## src/rtl/stage3_exec_md_if.sv

```systemverilog
// Execute-stage bus: operands and control from register-read, results,
// redirect and hold signals back out.
interface stage3_exec_md_if #(
    parameter int XLEN = 32
);
    logic            valid;
    logic            stall_in;
    logic            flush_in;
    logic [3:0]      op;
    logic            use_imm;
    logic [1:0]      bypass;
    logic [XLEN-1:0] rs1_read;
    logic [XLEN-1:0] rs2_read;
    logic [XLEN-1:0] rs1_bypass_value;
    logic [XLEN-1:0] rs2_bypass_value;
    logic [XLEN-1:0] imm;
    logic [XLEN-1:0] pc;
    logic [XLEN-1:0] eval;
    logic            eval_valid;
    logic [XLEN-1:0] s4a_rs2_val;
    logic            busy;
    logic            do_flush;
    logic [XLEN-1:0] redirect_addr;

    modport master (
        output valid, stall_in, flush_in, op, use_imm, bypass,
               rs1_read, rs2_read, rs1_bypass_value, rs2_bypass_value, imm, pc,
        input  eval, eval_valid, s4a_rs2_val, busy, do_flush, redirect_addr
    );

    modport slave (
        input  valid, stall_in, flush_in, op, use_imm, bypass,
               rs1_read, rs2_read, rs1_bypass_value, rs2_bypass_value, imm, pc,
        output eval, eval_valid, s4a_rs2_val, busy, do_flush, redirect_addr
    );
endinterface

```

## src/rtl/stage3_exec_md.sv

```systemverilog
// Execute stage: operand bypass, ALU / jump / branch resolution, redirect,
// and an iterative radix-2 multiply / restoring-divide unit.
module stage3_exec_md #(
    parameter int XLEN   = 32,
    parameter int MUL_EN = 1
) (
    input logic              clock,
    input logic              reset,
    stage3_exec_md_if.slave  bus
);
    localparam int CNT_W = $clog2(XLEN);

    typedef enum logic [1:0] {S_IDLE, S_RUN, S_DONE} state_t;

    function automatic logic [XLEN-1:0] md_select(input logic take_hi,
                                                  input logic [XLEN-1:0] hi,
                                                  input logic [XLEN-1:0] lo);
        return take_hi ? hi : lo;
    endfunction

    state_t             state;
    logic [CNT_W-1:0]   cnt;
    logic [1:0]         md_op;
    logic [XLEN-1:0]    acc_hi;
    logic [XLEN-1:0]    acc_lo;
    logic [XLEN-1:0]    opb;

    logic [XLEN-1:0]    eval_p1;
    logic               vld_p1;
    logic [XLEN-1:0]    rs2_p1;

    logic [XLEN-1:0]        rs1v, rs2v, arg2;
    logic signed [XLEN-1:0] rs1_s, rs2_s;
    logic [XLEN-1:0]        jalr_sum, sc_result;
    logic                   is_md, is_branch, is_jal, is_jalr, taken, ctrl;
    logic                   md_start_req, md_start, sc_fire, done_fire, sc_writes;

    logic [XLEN:0]          mul_sum, div_shift, div_diff;
    logic                   div_ok;
    logic [XLEN-1:0]        mul_hi_next, mul_lo_next, div_hi_next, div_lo_next;

    // ---- stage p0: operand select, decode, control transfer ----
    assign rs1v  = bus.bypass[0] ? bus.rs1_bypass_value : bus.rs1_read;
    assign rs2v  = bus.bypass[1] ? bus.rs2_bypass_value : bus.rs2_read;
    assign arg2  = bus.use_imm ? bus.imm : rs2v;
    assign rs1_s = rs1v;
    assign rs2_s = rs2v;

    assign is_md     = (bus.op[3:2] == 2'b10);
    assign is_branch = (bus.op[3:2] == 2'b01);
    assign is_jal    = (bus.op == 4'd2);
    assign is_jalr   = (bus.op == 4'd3);
    assign sc_writes = (bus.op[3:2] == 2'b00) | (bus.op[3:2] == 2'b11);

    // Branch condition decoded from the low op bits.
    always_comb begin
        taken = 1'b0;
        case (bus.op[1:0])
            2'd0:    taken = (rs1v == rs2v);
            2'd1:    taken = (rs1v != rs2v);
            2'd2:    taken = (rs1_s < rs2_s);
            default: taken = (rs1_s >= rs2_s);
        endcase
    end

    assign ctrl              = is_jal | is_jalr | (is_branch & taken);
    assign bus.do_flush      = bus.valid & ~bus.stall_in & ~bus.flush_in & ctrl;
    assign jalr_sum          = rs1v + bus.imm;
    assign bus.redirect_addr = is_jalr ? {jalr_sum[XLEN-1:1], 1'b0} : bus.pc + bus.imm;

    // Single-cycle result; ops 12-15 fall into the ADD arm.
    always_comb begin
        sc_result = rs1v + arg2;
        case (bus.op)
            4'd1:       sc_result = rs1v - arg2;
            4'd2, 4'd3: sc_result = bus.pc + XLEN'(4);
            default:    sc_result = rs1v + arg2;
        endcase
    end

    assign md_start_req = (state == S_IDLE) & bus.valid & is_md & (MUL_EN != 0);
    assign md_start     = md_start_req & ~bus.stall_in & ~bus.flush_in;
    assign bus.busy     = md_start_req | (state == S_RUN);
    assign sc_fire      = (state == S_IDLE) & bus.valid & ~bus.stall_in & ~bus.flush_in & ~bus.busy;
    assign done_fire    = (state == S_DONE) & ~bus.stall_in & ~bus.flush_in;

    // One shift-add step: conditionally add multiplicand to the high half, shift right.
    assign mul_sum     = {1'b0, acc_hi} + (acc_lo[0] ? {1'b0, opb} : '0);
    assign mul_hi_next = mul_sum[XLEN:1];
    assign mul_lo_next = {mul_sum[0], acc_lo[XLEN-1:1]};

    // One restoring-division step: shift in the next dividend bit, subtract if it fits.
    assign div_shift   = {acc_hi, acc_lo[XLEN-1]};
    assign div_diff    = div_shift - {1'b0, opb};
    assign div_ok      = (div_shift >= {1'b0, opb});
    assign div_hi_next = div_ok ? div_diff[XLEN-1:0] : div_shift[XLEN-1:0];
    assign div_lo_next = {acc_lo[XLEN-2:0], div_ok};

    // Multiply/divide sequencer: IDLE -> RUN (XLEN iterations) -> DONE.
    always_ff @(posedge clock) begin
        if (!reset) begin
            state <= S_IDLE;
            cnt   <= '0;
        end else begin
            case (state)
                S_IDLE: if (md_start) begin
                    state <= S_RUN;
                    cnt   <= CNT_W'(XLEN - 1);
                end
                S_RUN: begin
                    if (bus.flush_in)    state <= S_IDLE;
                    else if (cnt == '0)  state <= S_DONE;
                    else                 cnt   <= cnt - 1'b1;
                end
                S_DONE: if (bus.flush_in || !bus.stall_in) state <= S_IDLE;
                default: state <= S_IDLE;
            endcase
        end
    end

    // Iteration datapath: operands latched at start, one step per RUN cycle.
    always_ff @(posedge clock) begin
        if (md_start) begin
            md_op  <= bus.op[1:0];
            acc_hi <= '0;
            acc_lo <= rs1v;
            opb    <= rs2v;
        end else if (state == S_RUN) begin
            acc_hi <= md_op[1] ? div_hi_next : mul_hi_next;
            acc_lo <= md_op[1] ? div_lo_next : mul_lo_next;
        end
    end

    // ---- stage p1: result registers, frozen by downstream stall ----
    always_ff @(posedge clock) begin
        if (!reset) begin
            eval_p1 <= '0;
            vld_p1  <= 1'b0;
            rs2_p1  <= '0;
        end else if (!bus.stall_in) begin
            vld_p1 <= done_fire | (sc_fire & sc_writes);
            if (done_fire) begin
                eval_p1 <= md_select(md_op[0], acc_hi, acc_lo);
                rs2_p1  <= rs2v;
            end else if (sc_fire) begin
                eval_p1 <= sc_result;
                rs2_p1  <= rs2v;
            end
        end
    end

    assign bus.eval        = eval_p1;
    assign bus.eval_valid  = vld_p1;
    assign bus.s4a_rs2_val = rs2_p1;
endmodule

```

## src/flat_wrapper.sv

```systemverilog
// flat-port wrapper written by rule: the top's interface ports become plain ports
module stage3_exec_md_flat 
#(
    parameter int XLEN   = 32,
    parameter int MUL_EN = 1
)
  (clock, reset, bus_valid, bus_stall_in, bus_flush_in, bus_op, bus_use_imm, bus_bypass, bus_rs1_read, bus_rs2_read, bus_rs1_bypass_value, bus_rs2_bypass_value, bus_imm, bus_pc, bus_eval, bus_eval_valid, bus_s4a_rs2_val, bus_busy, bus_do_flush, bus_redirect_addr);
  stage3_exec_md_if #(.XLEN(XLEN)) bus_i ();
  input logic clock;
  input logic reset;
  input wire logic [$bits(bus_i.valid)-1:0] bus_valid;
  input wire logic [$bits(bus_i.stall_in)-1:0] bus_stall_in;
  input wire logic [$bits(bus_i.flush_in)-1:0] bus_flush_in;
  input wire logic [$bits(bus_i.op)-1:0] bus_op;
  input wire logic [$bits(bus_i.use_imm)-1:0] bus_use_imm;
  input wire logic [$bits(bus_i.bypass)-1:0] bus_bypass;
  input wire logic [$bits(bus_i.rs1_read)-1:0] bus_rs1_read;
  input wire logic [$bits(bus_i.rs2_read)-1:0] bus_rs2_read;
  input wire logic [$bits(bus_i.rs1_bypass_value)-1:0] bus_rs1_bypass_value;
  input wire logic [$bits(bus_i.rs2_bypass_value)-1:0] bus_rs2_bypass_value;
  input wire logic [$bits(bus_i.imm)-1:0] bus_imm;
  input wire logic [$bits(bus_i.pc)-1:0] bus_pc;
  output wire logic [$bits(bus_i.eval)-1:0] bus_eval;
  output wire logic [$bits(bus_i.eval_valid)-1:0] bus_eval_valid;
  output wire logic [$bits(bus_i.s4a_rs2_val)-1:0] bus_s4a_rs2_val;
  output wire logic [$bits(bus_i.busy)-1:0] bus_busy;
  output wire logic [$bits(bus_i.do_flush)-1:0] bus_do_flush;
  output wire logic [$bits(bus_i.redirect_addr)-1:0] bus_redirect_addr;
  assign bus_i.valid = bus_valid;
  assign bus_i.stall_in = bus_stall_in;
  assign bus_i.flush_in = bus_flush_in;
  assign bus_i.op = bus_op;
  assign bus_i.use_imm = bus_use_imm;
  assign bus_i.bypass = bus_bypass;
  assign bus_i.rs1_read = bus_rs1_read;
  assign bus_i.rs2_read = bus_rs2_read;
  assign bus_i.rs1_bypass_value = bus_rs1_bypass_value;
  assign bus_i.rs2_bypass_value = bus_rs2_bypass_value;
  assign bus_i.imm = bus_imm;
  assign bus_i.pc = bus_pc;
  assign bus_eval = bus_i.eval;
  assign bus_eval_valid = bus_i.eval_valid;
  assign bus_s4a_rs2_val = bus_i.s4a_rs2_val;
  assign bus_busy = bus_i.busy;
  assign bus_do_flush = bus_i.do_flush;
  assign bus_redirect_addr = bus_i.redirect_addr;
  stage3_exec_md #(.XLEN(XLEN), .MUL_EN(MUL_EN)) u_core (.clock(clock), .reset(reset), .bus(bus_i));
endmodule
```

## config.mk

```make
export PLATFORM = sky130hd
export DESIGN_NAME = stage3_exec_md_flat
export DESIGN_NICKNAME = d
export VERILOG_FILES = /design/src/rtl/stage3_exec_md_if.sv /design/src/rtl/stage3_exec_md.sv /design/src/flat_wrapper.sv
export SDC_FILE = /design/constraint.sdc
export NUM_CORES = 1
export LEC_CHECK = 0
export CORE_MARGIN = 2
export CORE_UTILIZATION = 35
export DETAILED_ROUTE_END_ITERATION = 10
export PLACE_DENSITY = 0.54
export SLEW_MARGIN = 20
export SYNTH_ARGS = -nofsm -noshare
export SYNTH_HDL_FRONTEND = slang
export SYNTH_SLANG_ARGS = --single-unit
```

## constraint.sdc

```tcl
create_clock -name clock -period 5.9 [get_ports clock]
set_input_delay 1.18 -clock clock [delete_from_list [all_inputs] [get_ports clock]]
set_output_delay 1.18 -clock clock [all_outputs]
set_load 0.01 [all_outputs]
```

* Word-level counts from Yosys, hierarchy flattened *
Index checks and enable logic that the tools add are counted.

storage, ports and cells
  register bits = 170
  output and inout port bits = 99

cells by class
  add/sub/neg operators = 8
  magnitude comparators = 3
  bitwise gates (word level) = 22
  mux-type cells = 26
  equality and inequality tests = 17
  reduce and logical (&&, ||, !) cells = 13

operators with widths
  operator               number
  $mux 32                15
  $add 32x32->32         3
  $pmux 32 s2            1
  $sub 32x32->32         2
  $add 32x32->33         1
  $ge 33x32->1           1
  $add 32x3->32 const B  1
  $eq 32x32->1           1
  $ge 32x32->1           1
  $lt 32x32->1           1
  $ne 32x32->1           1
  $mux 5                 3
  $and 1x1->1            14
  $pmux 5 s2             1
  $eq 2x2->1 const B     4
  $eq 4x2->1 const B     2
  $mux 2                 4
  $eq 2x1->1 const B     3
  $logic_not 2->1        3
  $ne 2x2->1 const B     3
  $pmux 2 s3             1
  $reduce_bool 2->1      3
  $logic_not 5->1        1
  $or 1x1->1             5
  12 further kinds       14

* Longest topological paths before layout *
Gate-level depths: netlist of the first run.

  word-level depth = 8
  depth in mapped cells = 24

* Worst setup path after synthesis of the first run *
OpenSTA, ideal clock, no wires.

  path type = input port to output port
  start point = input port bus_bypass[0]
  end point = output port bus_redirect_addr[28]
  setup slack = 0.236 ns
  required time = 4.720 ns
  arrival time = 4.484 ns
  cell stages on the path = 14
  path buffers = 2
  cells stage by stage = buf_2 -> buf_1 -> mux2_2 -> ha_1 -> a21o_1 -> a21o_1 -> a221o_1 -> a21oi_2 -> o221ai_1 -> a31oi_1 -> o21ai_1 -> a311oi_1 -> xor2_1 -> a21oi_1

on the way
  word-level cells in the longest chain between the ends = 3

RTL lines
  element          line                  source
  start, declared  flat_wrapper.sv:16    input wire logic [$bits(bus_i.bypass)-1:0] bus_bypass;
  $mux 32          stage3_exec_md.sv:43  assign rs1v = bus.bypass[0] ? bus.rs1_bypass_value : bus.rs1_read;
  $add 32x32->32   stage3_exec_md.sv:68  assign jalr_sum = rs1v + bus.imm;
  $mux 32          stage3_exec_md.sv:69  assign bus.redirect_addr = is_jalr ? {jalr_sum[XLEN-1:1], 1'b0} : bus.pc + bus.imm;
  end, declared    flat_wrapper.sv:28    output wire logic [$bits(bus_i.redirect_addr)-1:0] bus_redirect_addr;

Every way passes these cells.

* Final worst setup path of the first run *
  start point = input port bus_rs1_read[10]
  end point = output port bus_redirect_addr[19]

on the way
  word-level cells in the longest chain between the ends = 3

RTL lines
  element          line                  source
  start, declared  flat_wrapper.sv:17    input wire logic [$bits(bus_i.rs1_read)-1:0] bus_rs1_read;
  $mux 32          stage3_exec_md.sv:43
  $add 32x32->32   stage3_exec_md.sv:68
  $mux 32          stage3_exec_md.sv:69

Every way passes these cells.

==> results.txt, run 1 <==
final worst setup slack - 0.144 ns
Worst-Margin Slew - 0.940 ns
Comb pwr share - 51.6%
Cell Int Power - 3400 µW
Power Density - 221 nW/µm²
WP data arrival - 4.58 ns
Num CTS Buffers - 17
Inst Count DP - 3513
hold_sp - u_core.bus.s4a_rs2_val[18]$_SDFFE_PN0P_
Via-to-Cell Ratio - 5.61
Final HPWL DP - 63.8 mm
# nets final - 3247
I/O pin total - 303
yosys synthesis warning count - 0
first-pass GRT wire length - 116 mm
die area - 56600 µm²
cell count after synthesis - 2370
fin crit period - 5.76 ns
CTS tree - yes
Syn Std Cell Area - 19200 µm²
initial antenna violation count - 1
Chip Width - 238 µm
internal reg-to-reg setup slack - 2.08 ns
via count - 19900
Overall Global Routing Usage - 26.5%
Initial Util - 35.5%
complex-gate fraction of the synthesized area - 26.6%
Unique masters post-synth - 94
clock root buffer - clkbuf_16
Clock Path Buffers - 2
adder-cell area share of the yosys netlist - 13.3%
vias in the first global route - 19500
DRT iter0 DRCs - 1531
top cells by area, synth - ha_1 13%, dfxtp_1 11%, edfxtp_1 10%
CP Max Fanout - 3
Post-synth EDFFs - 66
share of layout cells above drive strength 1 - 14.7%
DRC - 0
Static Leakage - 0.0109 µW
Rel. slew slack - 37.1%
Async S/R FF share, synth - 0%
Finished Layout Cells - 3552
placer congestion estimate - 0.969
most common cell after layout, fill and taps aside - clkdlybuf4s50_1
Std-Cell Rows - 85
Skew-Pair Late Insertion Delay - 0.46 ns
Reg2Reg Launch Point - u_core.acc_lo[0]$_DFFE_PP_
Layout Utilization - 47.1%
Area Overhead vs Synth - 32.5%
register area share after synthesis - 21.2%
Core ar. - 53900 µm²
Post-Syn Area per Cell - 8.08 µm²
CP Class - in2out
cts-stage hold buffer count - 0
Sw Pwr - 2200 µW
Final Hold Viols - 0
Worst Path Required - 4.72 ns
Hold Path Class - reg2reg
clk_skew - 0.0149 ns
grt ovf - 0
clock slew at the register clock pins of the worst setup and hold paths - 0.06 ns
unrepaired setup endpoints after global routing - yes
Final ANT Viol Nets - 0
H-Tree Depth - 4
Period Utilization, post-route - 97.6%
sequential share of power - 25.9%
Startpoint Class - input pin
Net Count, Synth - 2774
PortBufs - 302
largest net degree at the start of global routing - 57
Slew Limit Fails - 0
Clk pwr share - 22.5%
Worst Setup SP - bus_rs1_read[10]
ant diodes - 0
Setup WS pre-CTS - -0.613 ns
fmax - 174 MHz
die height - 238 µm
dominant cell type by area after synthesis - ha_1
number of clock sinks - 170
WL final - 76.8 mm
flops & latches, synth - 170
worst-case vdd ir drop - 0.198 mV
ys flop type - dfxtp_1
mux contribution to synthesized area - 9.32%
Setup crit end kind - primary output
Max Cap Viol - 0
top cell type's share of synthesized area - 12.7%
simple-gate share of the synthesized area - 16.4%
largest family of logic cells by synthesized area - compound AO/OA/AOI/OAI gates
run status - completed
most frequent cells in the layout - 286 x clkdlybuf4s50_1, 256 x buf_4, 198 x a21oi_1
total iterations of the first detailed-routing run - 8
Post-Synth XOR/XNOR Area - 8.64%
final setup vio count - 0
drt wl/cell - 21.6 µm
switch share - 39.3%
[worst max-delay path, stage by stage]
cell and delay, ns:
clkdlybuf4s50_1 0.40, mux2_2 0.30, ha_1 0.35, a2111oi_4 0.38, nand3_2 0.17, buf_4 0.18
nand3_1 0.09, a21oi_2 0.08, a311o_1 0.35, a21oi_1 0.17, xor2_1 0.20, o21ai_2 0.09
buf_4 0.16, clkdlybuf4s50_1 0.47
[Yosys cell counts (12+ instances only)]
| cell | n |
|---|---|
| o21bai_1 | 13 |
| o21ai_0 | 159 |
| and2_1 | 49 |
| a21o_1 | 94 |
| edfxtp_1 | 66 |
| o21a_1 | 20 |
| a21oi_1 | 203 |
| ha_1 | 195 |
| inv_1 | 98 |
| inv_2 | 12 |
| nor2b_1 | 27 |
| mux2_2 | 46 |
| clkbuf_1 | 81 |
| and4_1 | 12 |
| o211ai_1 | 29 |
| xor2_1 | 90 |
| xnor2_1 | 97 |
| mux2i_1 | 110 |
| nand2_1 | 170 |
| o21ai_1 | 30 |
| nand4_1 | 27 |
| dfxtp_1 | 104 |
| a31oi_1 | 25 |
| nor2_1 | 160 |
| a211oi_1 | 83 |
| nand3_1 | 59 |
| nor3_1 | 37 |
| and3_1 | 28 |
| nand2b_1 | 34 |
| o221ai_1 | 15 |
[layout make-up]
cell class	count	area (µm²)
well taps	696	871
repair buffers	562	5000
clock buffers	19	454
clock inverters	13	189
multi-input cells	1982	14400
flip-flops and latches	170	4060
fillers	5268	28500
inverters	110	414
[path summary, 6_finish.rpt]
| path | depth (start not counted) | end |
|---|---|---|
| min | 2 | u_core.bus.s4a_rs2_val[18]$_SDFFE_PN0P_ |
| max reg2reg | 14 | u_core.acc_hi[31]$_SDFFE_PP0P_ |
| min reg2reg | 2 | u_core.bus.s4a_rs2_val[18]$_SDFFE_PN0P_ |
| max | 14 | bus_redirect_addr[19] |
[power by group through the flow]
stage                     registers [µW]  logic [µW]  clock network [µW]
after global placement              1470        2800                   0
final                               1450        2890                1260
after CTS                           1440        2850                1280
after floorplan                     1420        1800                   0
after detailed placement            1470        2810                   0
after global routing                1460        3170                1320
[state kept, by name, indices dropped and copies added (netlist names)]
signal / cells
u_core.bus.eval_valid: 1
u_core.acc_lo: 32
u_core.cnt: 5
u_core.state: 2
u_core.md_op: 2
u_core.opb: 32
u_core.bus.s4a_rs2_val: 32
u_core.acc_hi: 32
u_core.bus.eval: 32
[through the flow]
| stage | TNS [ns] | instance area, µm² | power (µW) | hold WS [ns] |
|---|---|---|---|---|
| 6_report | 0 | 25400 | 5600 | 0.500 |
| 5_1_grt | -0.166 | 25400 | 5950 | 0.521 |
| 4_1_cts | 0 | 25300 | 5570 | 0.501 |
| 3_5_place_dp | -2.38 | 24500 | 4280 | 0.492 |
| 3_3_place_gp | -2.09 | 24500 | 4270 | 0.490 |
| 2_1_floorplan | 0 | 19200 | 3220 | 0.468 |
[kinds of logic (layout without fill, tap and decap cells)]
group                      count (synthesis)  after routing
DFF                                      170            170
buffers and inverters                    218            704
muxes                                    165            165
xor gates and xnor gates                 188            188
adders and majority gates                200            200
and+or+nand+nor                          642            642
AOI/OAI and AO/OA                        787            787
[layer usage]
layer | share of wire (%) | vias up | GRT usage, %
met5 | 0 | - | 0
met4 | 1.8 | 0 | 5.89
met3 | 6.1 | 60 | 3.05
met2 | 45 | 676 | 42.6
met1 | 47 | 9430 | 38.0
li1 | - | 9754 | -
[repair_timing]
item / CTS / global route
pin swaps: 3 / 11
resized for setup: 26 / 36
buffers inserted: 1 / 6
setup endpoints to repair: 11 / 13
hold endpoints to repair: 0 / 0
Note: power is estimated with default switching activity, not from simulation.
==> inputs of run 2 (changes only) <==
--- a/config.mk
+++ b/config.mk
@@ -8,7 +8,7 @@
 export CORE_MARGIN = 2
 export CORE_UTILIZATION = 35
 export DETAILED_ROUTE_END_ITERATION = 10
-export PLACE_DENSITY = 0.54
+export PLACE_DENSITY = 0.56
 export SLEW_MARGIN = 20
 export SYNTH_ARGS = -nofsm -noshare
 export SYNTH_HDL_FRONTEND = slang
==> constraint.sdc (replaced) <==
create_clock -name clock -period 4.7 [get_ports clock]
set_input_delay 0.94 -clock clock [delete_from_list [all_inputs] [get_ports clock]]
set_output_delay 0.94 -clock clock [all_outputs]
set_load 0.01 [all_outputs]
==> results.txt, run 2 (synthesis results as in run 1) <==
run status - finished, violations left
failing checks - negative setup slack
largest net degree at the start of global routing - 106 (+86%)
CP peak stage delay - 0.41 ns (-0.06 ns)
fmax - 205 MHz
total iterations of the first detailed-routing run - 5 (-3)
Hold Path End - u_core.bus.s4a_rs2_val[28]$_SDFFE_PN0P_
Final ANT Viol Nets - 0 (unchanged)
WL final - 83.2 mm (+8.3%)
fin crit period - 4.89 ns
Layout fillers - 5037 (-4.4%)
Overall Global Routing Usage - 28.7% (+2.1 points)
initial antenna violation count - 0 (-1)
Hold Slack - 0.502 ns (+0.00211 ns)
Max Cap Viol - 0 (unchanged)
vias in the first global route - 21100 (+8.2%)
CTS tree - yes
Worst-Margin Slew - 0.845 ns (-0.0951 ns)
H-Tree Depth - 4 (unchanged)
I/O pin total - 303 (unchanged)
Via-to-Cell Ratio - 5.51 (-1.7%)
Rel. slew slack - 43.7% (+6.6 points)
# nets final - 3534 (+8.8%)
Startpoint Class - input pin
final setup vio count - 10 (+10)
Layout Utilization - 53.6% (+6.6 points)
unrepaired setup endpoints after global routing - yes
Final HPWL DP - 66.7 mm (+4.4%)
clk_skew - 0.0128 ns (-0.00207 ns)
placer congestion estimate - 0.977 (+0.84%)
Setup crit end kind - primary output
CP Class - in2out
Initial Util - 35.5% (unchanged)
Std-Cell Rows - 85 (unchanged)
WP buf/inv - 5 (+1)
Skew-Pair Late Insertion Delay - 0.47 ns (about the same)
ant diodes - 0 (unchanged)
grt ovf - 0 (unchanged)
number of clock sinks - 170 (unchanged)
worst-case vdd ir drop - 0.310 mV (+56%)
Static Leakage - 0.0128 µW (+17%)
Multi-input gate area - 15600 µm² (+8.3%)
worst-path cell chain - buf_12 -> buf_12 -> mux2_4 -> buf_4 -> buf_6 -> ha_4 -> a21o_1 -> a21o_1 -> a21oi_2 -> o211ai_1 -> a221o_1 -> nand2_1 -> nand3_2 -> mux2i_2 -> mux2i_1 -> a31oi_1 -> buf_2
dpl cell area - 26200 µm² (+7.0%)
Power Density - 263 nW/µm² (+19%)
Slew Limit Fails - 0 (unchanged)
via count - 21200 (+6.2%)
drt wl/cell - 21.7 µm (+0.22%)
share of layout cells above drive strength 1 - 27.7% (+13 points)
Final Total Pwr - 7620 µW (+36%)
WP data arrival - 3.95 ns (-0.63 ns)
CP Max Fanout - 5 (+2)
most common cell after layout, fill and taps aside - buf_4
internal reg-to-reg setup slack - 0.98 ns (-1.10 ns)
die area - 56600 µm² (unchanged)
Num CTS Buffers - 17 (unchanged)
first-pass GRT wire length - 125 mm (+7.6%)
Worst path slowest cell - a221o_1
R2R depth - 14 (unchanged)
Period Utilization, post-route - 104%
clock slew at the register clock pins of the worst setup and hold paths - 0.07 ns (about the same)
final worst setup slack - -0.188 ns (-0.332 ns)
Register Area - 4060 µm² (unchanged)
Area Overhead vs Synth - 51.0%
cts-stage hold buffer count - 0 (unchanged)
Finished Cell Area - 28900 µm² (+14%)
stages on the worst setup path - 17 (+3)
most frequent cells in the layout - 508 x buf_4, 210 x clkdlybuf4s50_1, 166 x a21oi_1
WHS Path Cells - 2 (unchanged)
DRT iter0 DRCs - 1749 (+14%)
Setup WS pre-CTS - -1.16 ns (-0.543 ns)
Core ar. - 53900 µm² (unchanged)
clock root buffer - clkbuf_16
delay-heaviest family, CP - compound AO/OA/AOI/OAI gates
PortBufs - 302 (unchanged)
RR Endpoint - u_core.acc_hi[31]$_SDFFE_PP0P_
Final Hold Viols - 0 (unchanged)
hold_sp - u_core.bus.s4a_rs2_val[28]$_SDFFE_PN0P_
Worst Path Required - 3.76 ns (-0.96 ns)
Chip Width - 238 µm (unchanged)
DRC - 0 (unchanged)
die height - 238 µm (unchanged)
Clock Path Buffers - 2 (unchanged)
Hold Path Class - reg2reg
Reg2Reg Launch Point - u_core.acc_lo[0]$_DFFE_PP_
[run 2: cell count changes in the layout (fill, tap and decap cells not counted), moves of 28 or more]
cell	change
a21oi_1	-32
a21oi_2	+28
buf_4	+252
clkdlybuf4s50_1	-76
dlygate4sd2_1	+50
ha_1	-33
ha_4	+31
[run 2: area by class of cell]
cell class                      count  area share (%)
Multi-Input combinational cell   1982            53.9
Timing Repair Buffer              849            25.5
Sequential cell                   170            14.1
Tap cell                          696            3.01
Clock buffer                       18            1.48
Inverter                          110            1.44
Clock inverter                     14           0.636
[run 2: routing by layer]
layer / track usage (%) / part of all wire, %
met3: 2.59 / 4.8
met1: 40.3 / 47
met5: 0 / 0
met2: 46.2 / 45
met4: 9.19 / 2.9
[run 2: through the flow]
stage                     TNS [ns]  instances
final                       -0.983       3839
after global routing         -2.50       3839
after CTS                   -0.643       3813
after detailed placement    -23.65       3727
after global placement      -22.47       3727
after floorplan            -0.0430       2370
[run 2: worst max path at each step]
stage,startpoint,endpoint,slack [ns]
2_1_floorplan,bus_bypass[0],bus_redirect_addr[28],-0.04
3_3_place_gp,bus_rs1_read[1],bus_do_flush,-1.19
3_5_place_dp,bus_rs1_read[1],bus_do_flush,-1.16
4_1_cts,bus_bypass[0],bus_redirect_addr[29],-0.15
5_1_grt,bus_bypass[0],bus_redirect_addr[29],-0.26
6_report,bus_bypass[0],bus_do_flush,-0.19
[run 2: worst min-delay path: cells and delay by family (launching register included)]
family | cells | cell delay [ns]
and+or+nand+nor | 1 | 0.09
AOI/OAI and AO/OA | 1 | 0.05
DFF | 1 | 0.31
[run 2: what timing repair did]
action / 4_1_cts / 5_1_grt
gates resized for setup: 324 / 124
endpoints found under the setup margin: 32 / 40
buffers inserted: 56 / 29
pin swaps: 103 / 110
cloned: 2 / 0
[run 2: report_power, final]
group | switching (µW) | internal (µW) | total, µW
logic | 2150 | 2080 | 4240
clock network | 699 | 853 | 1550
registers | 175 | 1650 | 1820
